File: src/rtl/bitstream_pkg.sv
// Shared types and constants for the stochastic bitstream decoder.
// Holds the output-register FSM encoding and the default window width.
package bitstream_pkg;

    localparam int BS_WINDOW_W = 8;

    typedef enum logic {
        EMPTY = 1'b0,
        FULL  = 1'b1
    } out_state_t;

endpackage

File: src/rtl/bitstream_decoder_if.sv
// Sample input and valid/ready result bundle of the bitstream decoder.
// The overrun flag exists only with BITSTREAM_DECODER_OVERRUN_EN.
interface bitstream_decoder_if
    import bitstream_pkg::*;
    #(parameter int WIDTH = BS_WINDOW_W);

    logic           x;
    logic           en;
    logic [WIDTH:0] y;
    logic           y_valid;
    logic           y_ready;
`ifdef BITSTREAM_DECODER_OVERRUN_EN
    logic           overrun;

    modport slave (
        input  x, en, y_ready,
        output y, y_valid, overrun
    );

    modport master (
        output x, en, y_ready,
        input  y, y_valid, overrun
    );
`else
    modport slave (
        input  x, en, y_ready,
        output y, y_valid
    );

    modport master (
        output x, en, y_ready,
        input  y, y_valid
    );
`endif

endinterface

File: src/rtl/bitstream_decoder_window_counter.sv
// Counts qualified samples and ones over a 2^WIDTH sample window.
// done/count are combinational so the result lands on the final sample edge.
module window_counter
    import bitstream_pkg::*;
    #(parameter int WIDTH = BS_WINDOW_W) (
    input  logic           clk,
    input  logic           rst,
    input  logic           i_x,
    input  logic           i_en,
    output logic           o_done,
    output logic [WIDTH:0] o_count
);

    logic [WIDTH-1:0] r_sample_cnt;
    logic [WIDTH:0]   r_ones_cnt;
    logic             w_last;
    logic [WIDTH:0]   w_x_ext;

    assign w_last  = (r_sample_cnt == '1);
    assign w_x_ext = {{WIDTH{1'b0}}, i_x};
    assign o_done  = i_en & w_last;
    assign o_count = r_ones_cnt + w_x_ext;

    // Advance the window on qualified samples; restart with no gap on wrap.
    always_ff @(posedge clk or posedge rst) begin
        if (rst) begin
            r_sample_cnt <= '0;
            r_ones_cnt   <= '0;
        end else if (i_en) begin
            r_sample_cnt <= r_sample_cnt + WIDTH'(1);
            if (w_last)
                r_ones_cnt <= '0;
            else
                r_ones_cnt <= r_ones_cnt + w_x_ext;
        end
    end

endmodule

File: src/rtl/bitstream_decoder.sv
// Stochastic bitstream to binary decoder with a valid/ready result register.
// Define BITSTREAM_DECODER_OVERRUN_EN to add the sticky overrun flag.
module bitstream_decoder
    import bitstream_pkg::*;
    #(parameter int WIDTH = BS_WINDOW_W) (
    input  logic                clk,
    input  logic                rst,
    bitstream_decoder_if.slave  bus
);

    logic           w_done;
    logic [WIDTH:0] w_count;

    out_state_t     r_state;
    logic [WIDTH:0] r_y;
    logic           r_y_valid;
`ifdef BITSTREAM_DECODER_OVERRUN_EN
    logic           r_overrun;
`endif

    window_counter #(.WIDTH(WIDTH)) u_window (
        .clk     (clk),
        .rst     (rst),
        .i_x     (bus.x),
        .i_en    (bus.en),
        .o_done  (w_done),
        .o_count (w_count)
    );

    // Output register: load on completion, drop new results while blocked.
    always_ff @(posedge clk or posedge rst) begin
        if (rst) begin
            r_state   <= EMPTY;
            r_y       <= '0;
            r_y_valid <= 1'b0;
`ifdef BITSTREAM_DECODER_OVERRUN_EN
            r_overrun <= 1'b0;
`endif
        end else begin
            unique case (r_state)
                EMPTY: begin
                    if (w_done) begin
                        r_y       <= w_count;
                        r_y_valid <= 1'b1;
                        r_state   <= FULL;
                    end
                end
                FULL: begin
                    if (bus.y_ready) begin
                        if (w_done) begin
                            r_y <= w_count;
                        end else begin
                            r_y_valid <= 1'b0;
                            r_state   <= EMPTY;
                        end
                    end else if (w_done) begin
`ifdef BITSTREAM_DECODER_OVERRUN_EN
                        r_overrun <= 1'b1;
`endif
                    end
                end
                default: begin
                    r_state   <= EMPTY;
                    r_y_valid <= 1'b0;
                end
            endcase
        end
    end

    assign bus.y       = r_y;
    assign bus.y_valid = r_y_valid;
`ifdef BITSTREAM_DECODER_OVERRUN_EN
    assign bus.overrun = r_overrun;
`endif

endmodule

File: src/flat_wrapper.sv
// flat-port wrapper written by rule: the top's interface ports become plain ports
module bitstream_decoder_flat import bitstream_pkg::*;
#(parameter int WIDTH = BS_WINDOW_W)
  (clk, rst, bus_x, bus_en, bus_y_ready, bus_y, bus_y_valid);
  bitstream_decoder_if #(.WIDTH(WIDTH)) bus_i ();
  input  logic clk;
  input  logic rst;
  input wire logic [$bits(bus_i.x)-1:0] bus_x;
  input wire logic [$bits(bus_i.en)-1:0] bus_en;
  input wire logic [$bits(bus_i.y_ready)-1:0] bus_y_ready;
  output wire logic [$bits(bus_i.y)-1:0] bus_y;
  output wire logic [$bits(bus_i.y_valid)-1:0] bus_y_valid;
  assign bus_i.x = bus_x;
  assign bus_i.en = bus_en;
  assign bus_i.y_ready = bus_y_ready;
  assign bus_y = bus_i.y;
  assign bus_y_valid = bus_i.y_valid;
  bitstream_decoder #(.WIDTH(WIDTH)) u_core (.clk(clk), .rst(rst), .bus(bus_i));
endmodule
File: config.mk
export PLATFORM = sky130hd
export DESIGN_NAME = bitstream_decoder_flat
export DESIGN_NICKNAME = d
export VERILOG_FILES = /design/src/rtl/bitstream_pkg.sv /design/src/rtl/bitstream_decoder_if.sv /design/src/rtl/bitstream_decoder_window_counter.sv /design/src/rtl/bitstream_decoder.sv /design/src/flat_wrapper.sv
export SDC_FILE = /design/constraint.sdc
export NUM_CORES = 1
export LEC_CHECK = 0
export ABC_AREA = 1
export BUFFER_PORTS_ARGS = -buffer_cell sky130_fd_sc_hd__buf_4
export CAP_MARGIN = 30
export CORE_MARGIN = 3
export CORE_UTILIZATION = 51
export CTS_CLUSTER_SIZE = 28
export DETAILED_ROUTE_END_ITERATION = 10
export GPL_TIMING_DRIVEN = 0
export PLACE_DENSITY = 0.74
export SYNTH_ARGS = -nofsm -noshare
export SYNTH_HDL_FRONTEND = slang
export SYNTH_SLANG_ARGS = --single-unit
File: constraint.sdc
create_clock -name clk -period 1.3 [get_ports clk]
set_clock_uncertainty 0.1 [all_clocks]
set_input_delay 0.13 -clock clk [delete_from_list [all_inputs] [get_ports clk]]
set_output_delay 0.13 -clock clk [all_outputs]
set_load 0.02 [all_outputs]
==> results.json, run 1 <==
{
  "hold_viol_final": 0,
  "die_h_um": 58.0,
  "hpwlAfterDp_mm": 1.86,
  "power_density_mw_per_mm2": 1360,
  "die-width_um": 58.0,
  "cts_buffer_depth": 2,
  "die_area_mm2": 0.00336,
  "finalSetupViolCount": 17,
  "crit_arrival_ns": 1.57,
  "first_iter_violations": 29,
  "status": "complete, but fails checks",
  "setup_tns_ns": -1.53,
  "swShare_pct": 37.0,
  "leakage_nw": 0.898,
  "stdcell_area_mm2": 0.00184,
  "finalCriticalPeriod_ns": 1.43,
  "postRouteAntennaNets": 0,
  "synth_largest_area_cell": "dfrtp_1",
  "grt_pass1_vias": 1100,
  "intPower_w": 0.00158,
  "synth_common_cells": "64 x nand2_1, 28 x dfrtp_1, 17 x inv_1, 9 x nor2_1, 7 x o21ai_0",
  "vdd_drop_max_mv": 1.09,
  "hold_path_class": "input port to flop",
  "fmaxAchievable_ghz": 0.698,
  "synth_top_cell_area_share_pct": 50.9,
  "cts-root-buf": "clkbuf_4",
  "worst_setup_path_start_kind": "flop",
  "p_seq_share_pct": 52.1,
  "async_reset_ff_share_pct": 100,
  "synthFlopType": "dfrtp_1",
  "avgSynthCellArea_um2": 8.50,
  "dr.pass1.iters": 4,
  "ys_seq_area_share_pct": 50.9,
  "drc": 0,
  "pin_count": 15,
  "crit_top_cell": "nand2_1",
  "clock_latency_ns": 0.32,
  "ys_warn_count": 0,
  "clock-sinks": 28,
  "cts_buffers": 3,
  "via_per_inst": 5.09,
  "final_max_slew_viol_count": 0,
  "synth.net_count": 170,
  "violations": "negative setup slack",
  "final.period_utilization_pct": 110,
  "cts_tree": "yes",
  "combPwrFrac_pct": 33.5,
  "synth_area_leaders": "dfrtp_1 51%, nand2_1 17%, inv_1 4.6%, xor2_1 3.8%, ha_1 2.7%",
  "rsz0062_at_grt": "true",
  "grt_pass1_wl_mm": 4.82,
  "max_stage_delay_ns": 0.42,
  "clkPwrFrac_pct": 14.5,
  "routedWlPerCell_um": 13.5,
  "netSwitchingPower_w": 0.000927,
  "cpMaxStageDelayCell": "dfrtp_1",
  "port_buffers": 13,
  "synthCells": 162,
  "htree_levels": 1,
  "n_fill_cell": 180,
  "yosysMostFrequentCell": "nand2_1",
  "grt_max_degree": 19,
  "wirelength_mm": 2.98,
  "drive_gt1_share_pct": 34.0,
  "place_area_mm2": 0.00154,
  "synth_area_mm2": 0.00138,
  "coreArea_mm2": 0.00252,
  "antenna_found_initial": 0,
  "crit_type": "flop to flop",
  "synth_edf_count": 0,
  "gr-total-overflow": 0,
  "path_cells": "ha_4, ha_4, nand2_4, nor2_4, nand2_1, nand2_1, nand2_1, nand2_1, nand2_1",
  "hold_depth": 4,
  "ys_types": 18,
  "p_total_w": 0.00251,
  "diodes": 0,
  "fin_ws_ns": -0.133,
  "finalNonFillerCells": 221,
  "drv_cap": 0,
  "required_ns": 1.44,
  "via_count": 1125,
  "rows": 18,
  "placed_cells": 206,
  "nNetsFinal": 201,
  "gp_congestion": 0.750,
  "worst_pin_slew_ns": 0.494,
  "syn_to_final_growth_pct": 33.6,
  "max_slew_margin_pct": 67.0,
  "clk_pin_slew_worst_paths_ns": 0.15,
  "cp_max_fo": 3,
  "start_util_pct": 54.6,
  "end_kind": "flop",
  "synth_seq_cells": 28,
  "r2r_cells": 9,
  "grt_usage_pct": 18.4
}
==> state kept, by name, indices dropped and copies added, names as in the netlist <==
name	flops
u_core.bus.y	9
u_core.u_window.r_ones_cnt	9
u_core.u_window.r_sample_cnt	8
u_core.bus.y_valid	1
u_core.r_state	1
==> routing by layer <==
| metal | up-vias | global-route usage, % | wire length (um) |
|---|---|---|---|
| met5 | - | 0 | 0 |
| li1 | 560 | - | - |
| met1 | 538 | 23.9 | 1260 |
| met3 | 6 | 2.45 | 104 |
| met4 | 0 | 6.62 | 34 |
| met2 | 21 | 31.5 | 1580 |
==> placed cells by master, fill, tap and decap left out <==
cell type / instances
clkbuf_4: 3
nor3_4: 1
nand3_2: 1
buf_8: 1
o21ai_0: 2
nand3b_1: 3
dfrtp_1: 27
nand2_4: 2
xnor2_1: 2
buf_16: 1
xor2_2: 1
nor2_1: 6
buf_6: 4
dlygate4sd3_1: 3
nand3_4: 2
dfrtp_2: 1
o21ai_1: 2
nand3_1: 5
nor2_2: 1
xnor2_4: 1
nor2_4: 5
nand2_2: 8
inv_1: 14
xor2_1: 5
o21ai_2: 6
inv_2: 3
o22ai_2: 1
ha_4: 3
buf_4: 20
nand2_1: 57
==> path summary, 6_finish.rpt <==
| path | start | to | slack (ns) |
|---|---|---|---|
| worst max-delay path | u_core.u_window.r_ones_cnt[0]$_DFFE_PP0P_ | u_core.u_window.r_ones_cnt[8]$_DFFE_PP0P_ | -0.13 |
| worst min-delay path | bus_en | u_core.u_window.r_sample_cnt[2]$_DFFE_PP0P_ | 0.007 |
| worst max register to register | u_core.u_window.r_ones_cnt[0]$_DFFE_PP0P_ | u_core.u_window.r_ones_cnt[8]$_DFFE_PP0P_ | -0.13 |
| worst min register to register | u_core.u_window.r_sample_cnt[7]$_DFFE_PP0P_ | u_core.u_window.r_sample_cnt[7]$_DFFE_PP0P_ | 0.40 |
| max in group asynchronous | rst | u_core.u_window.r_ones_cnt[2]$_DFFE_PP0P_ | 0.37 |
| min in group asynchronous | rst | u_core.u_window.r_sample_cnt[3]$_DFFE_PP0P_ | 0.26 |
==> power by group through the flow <==
stage	registers [W]	clock network, W	logic [W]
after global routing	0.00133	0.000392	0.000928
final	0.00130	0.000362	0.000839
after floorplan	0.00122	0	0.000365
after CTS	0.00126	0.000358	0.000683
after global placement	0.00124	0	0.000435
after detailed placement	0.00125	0	0.000475
==> layout make-up <==
| cell class | count | area (um^2) | area share, % |
|---|---|---|---|
| flip-flops and latches | 28 | 702 | 38.2 |
| clock buffers | 3 | 22.5 | 1.22 |
| repair buffers | 26 | 230 | 12.5 |
| inverters | 17 | 63.8 | 3.47 |
| multi-input cells | 114 | 746 | 40.5 |
| well taps | 30 | 37.5 | 2.04 |
| plain buffers | 3 | 37.5 | 2.04 |
==> worst max-delay path, delay by kind of cell (launching register included) <==
family / cells / cell delay (ns)
adder cells (fa/ha/maj): 2 / 0.33
flip-flops: 1 / 0.42
AND/OR/NAND/NOR: 7 / 0.49
==> logic make-up after synthesis <==
group / share of synthesized area, %
flip-flops: 50.9
XOR/XNOR: 5.73
AO/OA/AOI/OAI: 4.91
buffers and inverters: 7.09
AND/OR/NAND/NOR: 28.6
adder cells (fa/ha/maj): 2.73
==> stage by stage <==
step | util (%) | setup WS [ns] | hold WS (ns)
detailed placement | 61.0 | -0.218 | 0.0827
global placement | 59.9 | -0.186 | 0.241
CTS | 68.4 | -0.109 | 0.000771
floorplan | - | -0.0655 | 0.0954
global route | 72.9 | -0.231 | 0.00458
finish | 72.9 | -0.133 | 0.00662
==> repair_timing <==
action / CTS / global route
pin swaps: 5 / 11
setup endpoints to repair: 20 / 24
endpoints found under the hold margin: 14 / 0
resized for setup: 21 / 25
hold buffers: 3 / 0
setup buffers: 6 / 3
No activity file was read; power rests on OpenSTA's default activity.
==> inputs of run 2 (changes only) <==
Settings changed: SKIP_CTS_REPAIR_TIMING set to 1.
==> run 2 against run 1 <==
The run ends with negative hold slack, negative setup slack left. Clock power is 2% lower. Global-route usage shrank 2.0 points. Core utilization decreased by 3.3 points. Register-to-register slack got worse by 0.03 ns. Die area is the same. Final cell count is 0.90% lower. Largest cell class is now sequential cells. Via count decreased by 3.0%. Sequential power hardly changed. Critical path depth shrank 2.
==> results.json, run 2 (synthesized netlist as in run 1, its figures left out) <==
{
  "drc": 0,
  "drt-met1-wl_mm": 1.23,
  "layout_commonest_cell": "nand2_1",
  "pre_cts_slack_ns": -0.218,
  "path_cells": "ha_2, nand3_4, nor2_4, nand3_4, buf_6, nand2_1, nand2_1",
  "swShare_pct": 35.6,
  "diodes": 0,
  "grt_max_degree": 19,
  "required_ns": 1.43,
  "power_density_mw_per_mm2": 1320,
  "grt_pass1_wl_mm": 4.34,
  "cts_buffer_depth": 2,
  "die-width_um": 58.0,
  "die_area_mm2": 0.00336,
  "via_per_inst": 4.98,
  "gp_congestion": 0.750,
  "combPwrFrac_pct": 29.1,
  "n_fill_cell": 194,
  "critPathTopFamily": "simple AND/OR/NAND/NOR gates",
  "hpwlAfterDp_mm": 1.86,
  "routedWlPerCell_um": 12.7,
  "max_stage_delay_ns": 0.41,
  "violations": "negative hold slack, negative setup slack",
  "netSwitchingPower_w": 0.000823,
  "cts-root-buf": "clkbuf_4",
  "nNetsFinal": 199,
  "die_h_um": 58.0,
  "vdd_drop_max_mv": 0.947,
  "rsz0062_at_grt": "true",
  "via_count": 1091,
  "whs_ns": -0.00350,
  "coreArea_mm2": 0.00252,
  "met3_length_um": 109,
  "rows": 18,
  "layout.area.seq_um2": 703,
  "place_area_mm2": 0.00154,
  "final.period_utilization_pct": 113,
  "first_iter_violations": 22,
  "finalSetupViolCount": 18,
  "cts_buffers": 3,
  "wl_met2_mm": 1.39,
  "fin_ws_ns": -0.164,
  "finalCriticalPeriod_ns": 1.46,
  "clock_latency_ns": 0.32,
  "pin_count": 15,
  "crit_type": "flop to flop",
  "syn_to_final_growth_pct": 27.6,
  "hold_viol_final": 1,
  "final_max_slew_viol_count": 0,
  "cp_max_fo": 10,
  "hold_path_class": "input port to flop",
  "wirelength_mm": 2.77,
  "cts_tree": "yes",
  "drv_cap": 0,
  "cp.buffers_inverters": 1,
  "intPower_w": 0.00149,
  "crit_arrival_ns": 1.60,
  "drive_gt1_share_pct": 31.7,
  "dr.pass1.iters": 4,
  "status": "complete, but fails checks",
  "p_total_w": 0.00231,
  "top_layer_used": "met4",
  "start_util_pct": 54.6,
  "layout_common_cells": "59 x nand2_1, 26 x dfrtp_1, 21 x buf_4, 15 x inv_1",
  "port_buffers": 13,
  "postRouteAntennaNets": 0,
  "worst_pin_slew_ns": 0.491,
  "htree_levels": 1,
  "end_kind": "flop",
  "leakage_nw": 0.859,
  "clk_pin_slew_worst_paths_ns": 0.14,
  "worst_setup_path_start_kind": "flop",
  "multi_input_area_um2": 691,
  "clkPwrFrac_pct": 15.4,
  "clock-sinks": 28,
  "stdcell_area_mm2": 0.00176,
  "p_seq_share_pct": 55.5,
  "antenna_found_initial": 0,
  "max_slew_margin_pct": 67.3,
  "grt_usage_pct": 16.4,
  "cpMaxStageDelayCell": "dfrtp_1",
  "fmaxAchievable_ghz": 0.683,
  "grt_pass1_vias": 997,
  "gr-total-overflow": 0
}
[run 2: worst paths after layout]
kind                                                              from                                          end  slack, ns  depth (start not counted)
setup reg to reg           u_core.u_window.r_sample_cnt[1]$_DFFE_PP0P_                  u_core.bus.y[8]$_DFFE_PP0P_      -0.16                          7
max in group asynchronous                                          rst    u_core.u_window.r_ones_cnt[2]$_DFFE_PP0P_       0.38                          4
setup / recovery           u_core.u_window.r_sample_cnt[1]$_DFFE_PP0P_                  u_core.bus.y[8]$_DFFE_PP0P_      -0.16                          7
hold / removal                                             bus_y_ready               u_core.bus.y_valid$_DFFE_PP0P_     -0.003                          4
hold reg to reg            u_core.u_window.r_sample_cnt[5]$_DFFE_PP0P_  u_core.u_window.r_sample_cnt[5]$_DFFE_PP0P_       0.39                          1
min in group asynchronous                                          rst  u_core.u_window.r_sample_cnt[1]$_DFFE_PP0P_       0.26                          3
[run 2: layout make-up]
cell class              instances  share of cell area, %
repair buffers                 24                   11.7
multi-input cells             114                   39.3
inverters                      17                   3.63
plain buffers                   3                   1.92
well taps                      30                   2.14
flip-flops and latches         28                   40.0
clock buffers                   3                   1.28
[run 2: metrics by stage]
stage               setup TNS [ns]  hold slack [ns]  instances  utilization (%)
finish                       -1.98         -0.00350        219             69.6
global route                 -3.42          -0.0103        219             69.6
CTS                          -3.41           -0.275        209             61.9
detailed placement           -2.85           0.0827        206             61.0
global placement             -2.22            0.241        205             59.9
floorplan                   -0.538           0.0954        162                -
[run 2: power by group through the flow]
stage                     Clock, W  Sequential [W]  Combinational, W
after detailed placement         0         0.00125          0.000475
final                     0.000356         0.00128          0.000671
after floorplan                  0         0.00122          0.000365
after CTS                 0.000358         0.00124          0.000480
after global placement           0         0.00124          0.000435
after global routing      0.000409         0.00131          0.000766
[run 2: per-layer routing]
metal  up-vias  track usage, %
met3         7            2.23
met1       514            22.2
met2        21            27.4
met5         -               0
met4         0            4.97
li1        549               -
[run 2: worst register-to-register path: stages (launching register included)]
cell and delay (ns):
dfrtp_1 0.41, ha_2 0.22, nand3_4 0.10, nor2_4 0.18, nand3_4 0.09, buf_6 0.16
nand2_1 0.06, nand2_1 0.05
